## src/rtl/div_restoring_param_if.sv

```systemverilog
// Handshake and result bundle for the sequential restoring divider.
// The master side issues operations; the slave side (the divider) returns results.
interface div_restoring_param_if #(
  parameter int N = 8,
  parameter int M = 4
);
  localparam int CW = $clog2(N + 1);

  logic          start;
  logic          sgn;
  logic [N-1:0]  a;
  logic [M-1:0]  b;
  logic [N-1:0]  q;
  logic [M-1:0]  r;
  logic          dz;
  logic          busy;
  logic          ready;
  logic [CW-1:0] count;

  modport master (
    output start, sgn, a, b,
    input  q, r, dz, busy, ready, count
  );

  modport slave (
    input  start, sgn, a, b,
    output q, r, dz, busy, ready, count
  );
endinterface

```

## src/rtl/div_restoring_param.sv

```systemverilog
// Sequential restoring divider, one quotient bit per clock, unsigned or
// truncating signed per operation, with divide-by-zero detection.
module div_restoring_param #(
  parameter int N = 8,
  parameter int M = 4
) (
  input logic                  clk,
  input logic                  clr,
  div_restoring_param_if.slave bus
);
  localparam int CW = $clog2(N + 1);

  typedef enum logic [1:0] {
    S_IDLE,
    S_RUN,
    S_ZERO
  } state_t;

  state_t state, state_next;

  // Operation context captured at accept.
  logic [N-1:0] dvd;      // dividend magnitude, shifted out MSB first
  logic [M-1:0] dvs;      // divisor magnitude
  logic [M:0]   rem;      // partial remainder
  logic [N-1:0] quo;      // quotient bits collected so far
  logic         neg_q;
  logic         neg_r;
  logic [M-1:0] a_lo;     // raw low dividend bits, reported as r on divide-by-zero

  logic [N-1:0] a_mag;
  logic [M-1:0] b_mag;
  logic         accept;
  logic         last;

  logic [M:0]   r_shift;
  logic [M+1:0] diff;
  logic         q_bit;
  logic [M:0]   rem_next;
  logic [N-1:0] quo_next;
  logic [M-1:0] rem_fin;

  assign accept = (state == S_IDLE) && bus.start;
  assign last   = (bus.count == CW'(N - 1));
  assign a_mag  = (bus.sgn && bus.a[N-1]) ? -bus.a : bus.a;
  assign b_mag  = (bus.sgn && bus.b[M-1]) ? -bus.b : bus.b;

  // One restoring step; the extra top bit of diff is the borrow, since the
  // shifted remainder can itself reach bit M while still being >= the divisor.
  assign r_shift  = {rem[M-1:0], dvd[N-1]};
  assign diff     = {1'b0, r_shift} - {2'b00, dvs};
  assign q_bit    = ~diff[M+1];
  assign rem_next = q_bit ? diff[M:0] : r_shift;
  assign quo_next = {quo[N-2:0], q_bit};
  assign rem_fin  = rem_next[M-1:0];

  assign bus.busy = (state != S_IDLE);

  // NOTE: sequential state uses non-blocking assignments so every register
  // samples the pre-edge values, independent of statement order.
  always_ff @(posedge clk) begin
    if (clr) state <= S_IDLE;
    else     state <= state_next;
  end

  // NOTE: state_next gets its default before the case so no path leaves it
  // unassigned, which would otherwise infer a latch.
  always_comb begin
    state_next = state;
    unique case (state)
      S_IDLE: begin
        if (bus.start) state_next = (bus.b == '0) ? S_ZERO : S_RUN;
      end
      S_RUN: begin
        if (last) state_next = S_IDLE;
      end
      S_ZERO:  state_next = S_IDLE;
      default: state_next = S_IDLE;
    endcase
  end

  // NOTE: the datapath is small enough that every register is cleared by clr,
  // keeping the block fully deterministic after reset in simulation and silicon.
  always_ff @(posedge clk) begin
    if (clr) begin
      dvd       <= '0;
      dvs       <= '0;
      rem       <= '0;
      quo       <= '0;
      neg_q     <= 1'b0;
      neg_r     <= 1'b0;
      a_lo      <= '0;
      bus.q     <= '0;
      bus.r     <= '0;
      bus.dz    <= 1'b0;
      bus.ready <= 1'b0;
      bus.count <= '0;
    end else begin
      bus.ready <= 1'b0;
      unique case (state)
        S_IDLE: begin
          if (accept) begin
            dvd       <= a_mag;
            dvs       <= b_mag;
            rem       <= '0;
            quo       <= '0;
            neg_q     <= bus.sgn & (bus.a[N-1] ^ bus.b[M-1]);
            neg_r     <= bus.sgn & bus.a[N-1];
            a_lo      <= bus.a[M-1:0];
            bus.dz    <= 1'b0;
            bus.count <= '0;
          end
        end
        S_RUN: begin
          dvd       <= {dvd[N-2:0], 1'b0};
          rem       <= rem_next;
          quo       <= quo_next;
          bus.count <= bus.count + CW'(1);
          if (last) begin
            bus.q     <= neg_q ? -quo_next : quo_next;
            bus.r     <= neg_r ? -rem_fin : rem_fin;
            bus.ready <= 1'b1;
          end
        end
        S_ZERO: begin
          bus.q     <= '1;
          bus.r     <= a_lo;
          bus.dz    <= 1'b1;
          bus.ready <= 1'b1;
          bus.count <= '0;
        end
        default: ;
      endcase
    end
  end
endmodule
```

## src/flat_wrapper.sv

```systemverilog
// flat-port wrapper written by rule: the top's interface ports become plain ports
module div_restoring_param_flat 
#(
  parameter int N = 8,
  parameter int M = 4
)
  (clk, clr, bus_start, bus_sgn, bus_a, bus_b, bus_q, bus_r, bus_dz, bus_busy, bus_ready, bus_count);
  div_restoring_param_if #(.N(N), .M(M)) bus_i ();
  input logic clk;
  input logic clr;
  input wire logic [$bits(bus_i.start)-1:0] bus_start;
  input wire logic [$bits(bus_i.sgn)-1:0] bus_sgn;
  input wire logic [$bits(bus_i.a)-1:0] bus_a;
  input wire logic [$bits(bus_i.b)-1:0] bus_b;
  output wire logic [$bits(bus_i.q)-1:0] bus_q;
  output wire logic [$bits(bus_i.r)-1:0] bus_r;
  output wire logic [$bits(bus_i.dz)-1:0] bus_dz;
  output wire logic [$bits(bus_i.busy)-1:0] bus_busy;
  output wire logic [$bits(bus_i.ready)-1:0] bus_ready;
  output wire logic [$bits(bus_i.count)-1:0] bus_count;
  assign bus_i.start = bus_start;
  assign bus_i.sgn = bus_sgn;
  assign bus_i.a = bus_a;
  assign bus_i.b = bus_b;
  assign bus_q = bus_i.q;
  assign bus_r = bus_i.r;
  assign bus_dz = bus_i.dz;
  assign bus_busy = bus_i.busy;
  assign bus_ready = bus_i.ready;
  assign bus_count = bus_i.count;
  div_restoring_param #(.N(N), .M(M)) u_core (.clk(clk), .clr(clr), .bus(bus_i));
endmodule
```

## config.mk

```make
export PLATFORM = sky130hd
export DESIGN_NAME = div_restoring_param_flat
export DESIGN_NICKNAME = d
export VERILOG_FILES = /design/src/rtl/div_restoring_param_if.sv /design/src/rtl/div_restoring_param.sv /design/src/flat_wrapper.sv
export SDC_FILE = /design/constraint.sdc
export NUM_CORES = 1
export LEC_CHECK = 0
export ABC_CLOCK_PERIOD_IN_PS = 2090
export BUFFER_PORTS_ARGS = -buffer_cell sky130_fd_sc_hd__buf_2
export CAP_MARGIN = 20
export CORE_ASPECT_RATIO = 0.9
export CORE_MARGIN = 2
export CORE_UTILIZATION = 52
export CTS_CLUSTER_DIAMETER = 200
export DETAILED_ROUTE_END_ITERATION = 16
export GPL_TIMING_DRIVEN = 0
export PLACE_DENSITY_LB_ADDON = 0.2
export REMOVE_ABC_BUFFERS = 1
export SYNTH_ARGS = -nofsm -noshare
export SYNTH_HDL_FRONTEND = slang
export SYNTH_SLANG_ARGS = --single-unit
```

## constraint.sdc

```tcl
create_clock -name clk -period 2.09 [get_ports clk]
set_input_delay 0.209 -clock clk [delete_from_list [all_inputs] [get_ports clk]]
set_output_delay 0.209 -clock clk [all_outputs]
set_load 0.01 [all_outputs]
```

Word-level counts from Yosys, hierarchy flattened
Cells that the tools add are included.

Output and inout port bits: 19. Flip-flop bits (word level): 49.

Bitwise gates (word level): 4. Reductions and logical operators: 16. Equal/unequal tests: 6. Add/subtract/negate cells: 6. Muxes and demuxes: 25.

Operators by type and width (number): 8-bit 2-to-1 mux (4); 8-bit one-hot mux with 2 select lines (2); 4-bit 2-to-1 mux (6); 8-bit negation (2); 4-bit one-hot mux with 2 select lines (2); 7-bit one-hot mux with 2 select lines (1); 4-bit one-hot mux with 3 select lines (1); 2-bit AND reduction (6); 4-bit negation (2); 2-bit nonzero test (4); 7-bit 2-to-1 mux (1); 2-bit 2-to-1 mux (3); 5-bit by 4-bit subtractor with 6-bit output (1); 4-bit by 1-bit adder with 4-bit output, second input constant (1); 4-bit by 3-bit == test with 1-bit output, second input constant (1); 4-bit logical NOT (1); 2-bit by 1-bit != test with 1-bit output, second input constant (2); 1-bit one-hot mux with 2 select lines (2); 2-bit one-hot mux with 2 select lines (1); 1-bit logical AND (3); 3-bit nonzero test (1); 1-bit bitwise AND (2); 2-bit by 1-bit == test with 1-bit output, second input constant (1); 2-bit == test, second input constant (1); 5 further kinds (6).

Logic depth before layout (Yosys ltp)
Depth after elaboration: 6. Mapped depth: 11.

Least setup slack after synthesis
No wires, ideal clock.

Path kind: register to register. From: register u_core.dvs[1]. To: register u_core.bus.q[6]. Cell stages (with the launch flop): 12. Arrival: 1.955 ns. Setup slack: 0.044 ns. Required time: 1.999 ns. Buffers on the path: 0. Setup time: 0.091 ns. Cell sequence: dfxtp_1 -> inv_1 -> ha_1 -> nor2b_1 -> o221a_4 -> or2_4 -> inv_1 -> ha_1 -> nand2_1 -> nand2_1 -> xor2_1 -> a311oi_1.

Word-level cells in the longest chain between the ends: 6.

RTL lines: start, declared (line div_restoring_param.sv:23) `logic [M-1:0] dvs;`; start signal, assigned (line div_restoring_param.sv:103) `dvs <= b_mag;`; 5-bit by 4-bit subtractor with 6-bit output (line div_restoring_param.sv:50) `assign diff = {1'b0, r_shift} - {2'b00, dvs};`; 1-bit inverter (line div_restoring_param.sv:51) `assign q_bit = ~diff[M+1];`; 8-bit negation (line div_restoring_param.sv:119) `bus.q <= neg_q ? -quo_next : quo_next;`; 8-bit 2-to-1 mux (line div_restoring_param.sv:119); 8-bit 2-to-1 mux (line div_restoring_param.sv:118) `if (last) begin`; 8-bit one-hot mux with 2 select lines (line div_restoring_param.sv:99) `unique case (state)`; end signal, assigned (line div_restoring_param.sv:119); end, declared (line div_restoring_param_if.sv:27) `output q, r, dz, busy, ready, count`.

Every way passes these cells. The select of a mux whose other input is x is not followed. A chain may end at the register's enable or synchronous reset.

Final worst setup path
From: register u_core.rem[1]. To: register u_core.bus.q[6].

Word-level cells in the longest chain between the ends: 6.

RTL lines: start, declared (line div_restoring_param.sv:24) `logic [M:0] rem;`; start signal, assigned (line div_restoring_param.sv:115) `rem <= rem_next;`; 5-bit by 4-bit subtractor with 6-bit output (line div_restoring_param.sv:50); 1-bit inverter (line div_restoring_param.sv:51); 8-bit negation (line div_restoring_param.sv:119); 8-bit 2-to-1 mux (line div_restoring_param.sv:119); 8-bit 2-to-1 mux (line div_restoring_param.sv:118); 8-bit one-hot mux with 2 select lines (line div_restoring_param.sv:99).

Every way passes these cells. The select of a mux whose other input is x is not followed.

==> results by group <==
Global route
  – Largest net degree at the start of global routing: 51
  – Gr ovfl total: 0
  – Initial antenna violation count: 0
  – GRT Total Usage: 0.209
  – Vias in the first global route: about 2100
  – Global-route wire length before repair: 9650 um

Final layout
  – Finished Layout Cells: between 400 and 500
  – Synth-to-Final Area Change: 18.8%
  – Fillers: 426
  – Core Util, Final: 0.648
  – Nets: 395
  – Ant. Diodes: 0
  – Share of layout cells above drive strength 1: 0.220
  – Most frequent cells in the layout: nor2_1, dfxtp_1, nand2_1

Setup path
  – Worst R2R Path Depth: 10
  – WP data required: about 2200 ps
  – Reg-to-Reg Start: u_core.rem[1]
  – WS Path Type: reg -> reg
  – R2r endpoint: u_core.bus.q[6]
  – Endpoint class of the critical path: register
  – Worst Path Max Fanout: 4
  – CP Launch Type: register
  – Critical Path AT: approximately 2200 ps
  – Reg2reg setup slack: 50 ps

Power and ir drop
  – Sequential power share: 0.431
  – Power share of the combinational group: 0.227
  – Psw: 0.644 mW
  – Clk network pwr share: 0.341
  – Peak supply drop: 519 uV
  – Sw frac: 0.276
  – P_int: 1.69 mW
  – Lkg Pwr: roughly 1.3 nW
  – Pwr dens: about 730 mW/mm2

Clock network
  – CTS H-tree depth: 2
  – CTS max path bufs: 2
  – Worst-path clk slew: about 90 ps
  – Clock sink total: 49
  – Post-CTS Hold Fix Bufs: 0
  – Root Driver: clkbuf_8
  – CTS tree: built
  – Clock latency on the worst-skew pair: 300 ps
  – CTS Buf Count: 5

Synthesis
  – Syn Area/Cell: between 7 and 8 um2
  – Library cells used by synthesis: 50
  – Yosys reg bits: 49
  – Number of enable flip-flop cells after synthesis: 0
  – Primary FF master, synth: dfxtp_1
  – Async set or reset register ratio after synthesis: 0
  – Synthesized area: 0.00267 mm2
  – Register area share after synthesis: 0.368
  – Ys Warns: 0
  – Syn Inst Count: roughly 330

Routing
  – Final ANT Viol Nets: 0
  – DR vias: 2413
  – Initial DRT Pass Iterations: 4
  – Wirelength per Cell: 13.5 um
  – DRT Wirelength: 5850 um
  – Post-route DRC: 0
  – Initial DRC Count: about 160
  – Via density: about 5.6

Place
  – Placed cell count: 417
  – Final weighted congestion in routability-driven placement: 0.828
  – PortBufs: 34
  – Setup Slack @ Placement: -506 ps
  – HPWL Detailed: 4130 um

Timing
  – Max Clock Freq: 0.491 GHz
  – Pins Over Slew Limit: 0
  – Hold Vio Cnt, Final: 0
  – Setup-failing EPs final: 0
  – RSZ-0062 raised after global routing: yes
  – Smallest hold slack: 181 ps
  – Slew @ Worst Pin: 926 ps
  – Final setup margin: 52.4 ps
  – Setup Skew: 6.93 ps
  – Crit share post-route: 0.975
  – Minimum clock period: 2040 ps
  – Slew HR: 0.383

Hold path
  – Worst Hold End: u_core.dvs[0]
  – Hold path startpoint: bus_b[0]
  – Hold Crit Depth: 3
  – Worst hold path type: in -> reg

Status
  – Outcome: completed

Die
  – Site Rows: 24
  – DIE AREA: between 0.005 and 0.006 mm2
  – Core footprint: 0.00489 mm2
  – Die Wd: 79.5 um
  – Initial core utilization: 0.545
  – Io pins: 35
  – Die extent in y: 72.0 um

Run
  – Max-Cap Viols: 0
==> layout make-up <==
cell class / instances / area [um2] / area share
Multi-Input combinational cell: 246 / 1630 / 0.514
Sequential cell: 49 / 990 / 0.312
Timing Repair Buffer: 44 / 253 / 0.0797
Inverter: 21 / 83.8 / 0.0264
Tap cell: 65 / 81.3 / 0.0256
Clock buffer: 5 / 68.8 / 0.0217
Clock inverter: 3 / 65.1 / 0.0205
==> sequential cells by signal, summed over array words and instances (netlist names) <==
signal	cells
u_core.bus.q	8
u_core.dvd	8
u_core.quo	7
u_core.a_lo	4
u_core.bus.count	4
u_core.bus.r	4
u_core.dvs	4
u_core.rem	4
u_core.state	2
u_core.bus.dz	1
u_core.bus.ready	1
u_core.neg_q	1
u_core.neg_r	1
==> critical path, stage by stage, from the launching register on <==
cell      delay [ps]
dfxtp_2          370
ha_4             170
or2_1            240
o221a_4          240
or2_4            270
inv_4             80
ha_4             140
nand2_1           50
nand2_1           90
xor2_1           150
a311oi_1          90
==> layer usage <==
layer	part of all wire	routed length, um	global-route usage	vias up
li1	-	-	-	1233
met1	0.48	2820	0.271	1132
met2	0.47	2770	0.359	42
met3	0.035	205	0.0398	6
met4	0.0087	51	0.0556	0
met5	0	0	0	-
==> cells in the mapped netlist, types with 2 or more instances <==
| library cell | n | share of area |
|---|---|---|
| a311oi_2 | 2 | 0.011 |
| nor2_1 | 44 | 0.062 |
| nor3_1 | 4 | 0.0075 |
| nand3b_1 | 4 | 0.011 |
| buf_2 | 3 | 0.0056 |
| a311oi_1 | 7 | 0.023 |
| nor4_1 | 2 | 0.0047 |
| xnor2_1 | 8 | 0.026 |
| buf_4 | 3 | 0.0084 |
| a22oi_1 | 9 | 0.025 |
| o21ai_0 | 14 | 0.026 |
| a211oi_1 | 7 | 0.020 |
| a32oi_1 | 2 | 0.0066 |
| buf_1 | 2 | 0.0028 |
| o21ai_1 | 2 | 0.0038 |
| nor2b_1 | 5 | 0.012 |
| or3_1 | 2 | 0.0047 |
| xor2_1 | 9 | 0.030 |
| nand2b_1 | 3 | 0.0070 |
| ha_1 | 11 | 0.052 |
| dfxtp_1 | 49 | 0.37 |
| clkbuf_1 | 10 | 0.014 |
| o31ai_1 | 3 | 0.0084 |
| inv_1 | 20 | 0.028 |
| o211ai_1 | 3 | 0.0084 |
| mux2i_1 | 6 | 0.023 |
| a22o_1 | 2 | 0.0066 |
| nand3_1 | 6 | 0.011 |
| a21oi_1 | 29 | 0.054 |
| a21o_1 | 2 | 0.0056 |
| nand2_1 | 42 | 0.059 |
==> repair_timing <==
action                     CTS  global route
setup endpoints to repair   20            29
cloned                       0             0
pin swaps                    2             8
buffers inserted             3             5
resized for setup           16            16
==> through the flow <==
step | cell area (um2) | TNS [ps] | total power, mW
after floorplan | 2590 | -4280 | 1.34
after global placement | 2840 | -25040 | 1.45
after detailed placement | 2860 | -6650 | 1.46
after CTS | 3080 | 0 | 2.29
after global routing | 3170 | -13.4 | 2.44
final | 3170 | 0 | 2.33
==> logic make-up (layout without fill, tap and decap cells) <==
family,Yosys count,in the layout,synth area share
adders and majority gates,12,12,0.0591
buffers and inverters,39,73,0.0605
AOI/OAI and AO/OA,89,89,0.228
muxes,6,6,0.0225
and+or+nand+nor,122,122,0.206
xor gates and xnor gates,17,17,0.0558
DFF,49,49,0.368
==> power groups by stage <==
stage	logic, mW	registers (mW)	clock network, mW
floorplan	0.318	1.02	0
global placement	0.426	1.02	0
detailed placement	0.439	1.02	0
CTS	0.481	1.00	0.807
global route	0.589	1.01	0.845
finish	0.530	1.01	0.796
==> worst max path at each step <==
stage / from / endpoint / cells after the start
6_report: u_core.rem[1] / u_core.bus.q[6] / 10
5_1_grt: u_core.dvs[2] / u_core.bus.q[6] / 11
4_1_cts: u_core.state[0] / u_core.dvd[6] / 7
3_5_place_dp: u_core.state[1] / u_core.bus.q[2] / 7
3_3_place_gp: u_core.state[0] / u_core.dvd[6] / 6
2_1_floorplan: u_core.state[0] / u_core.dvd[6] / 6
Power figures use the tool's default switching activity.
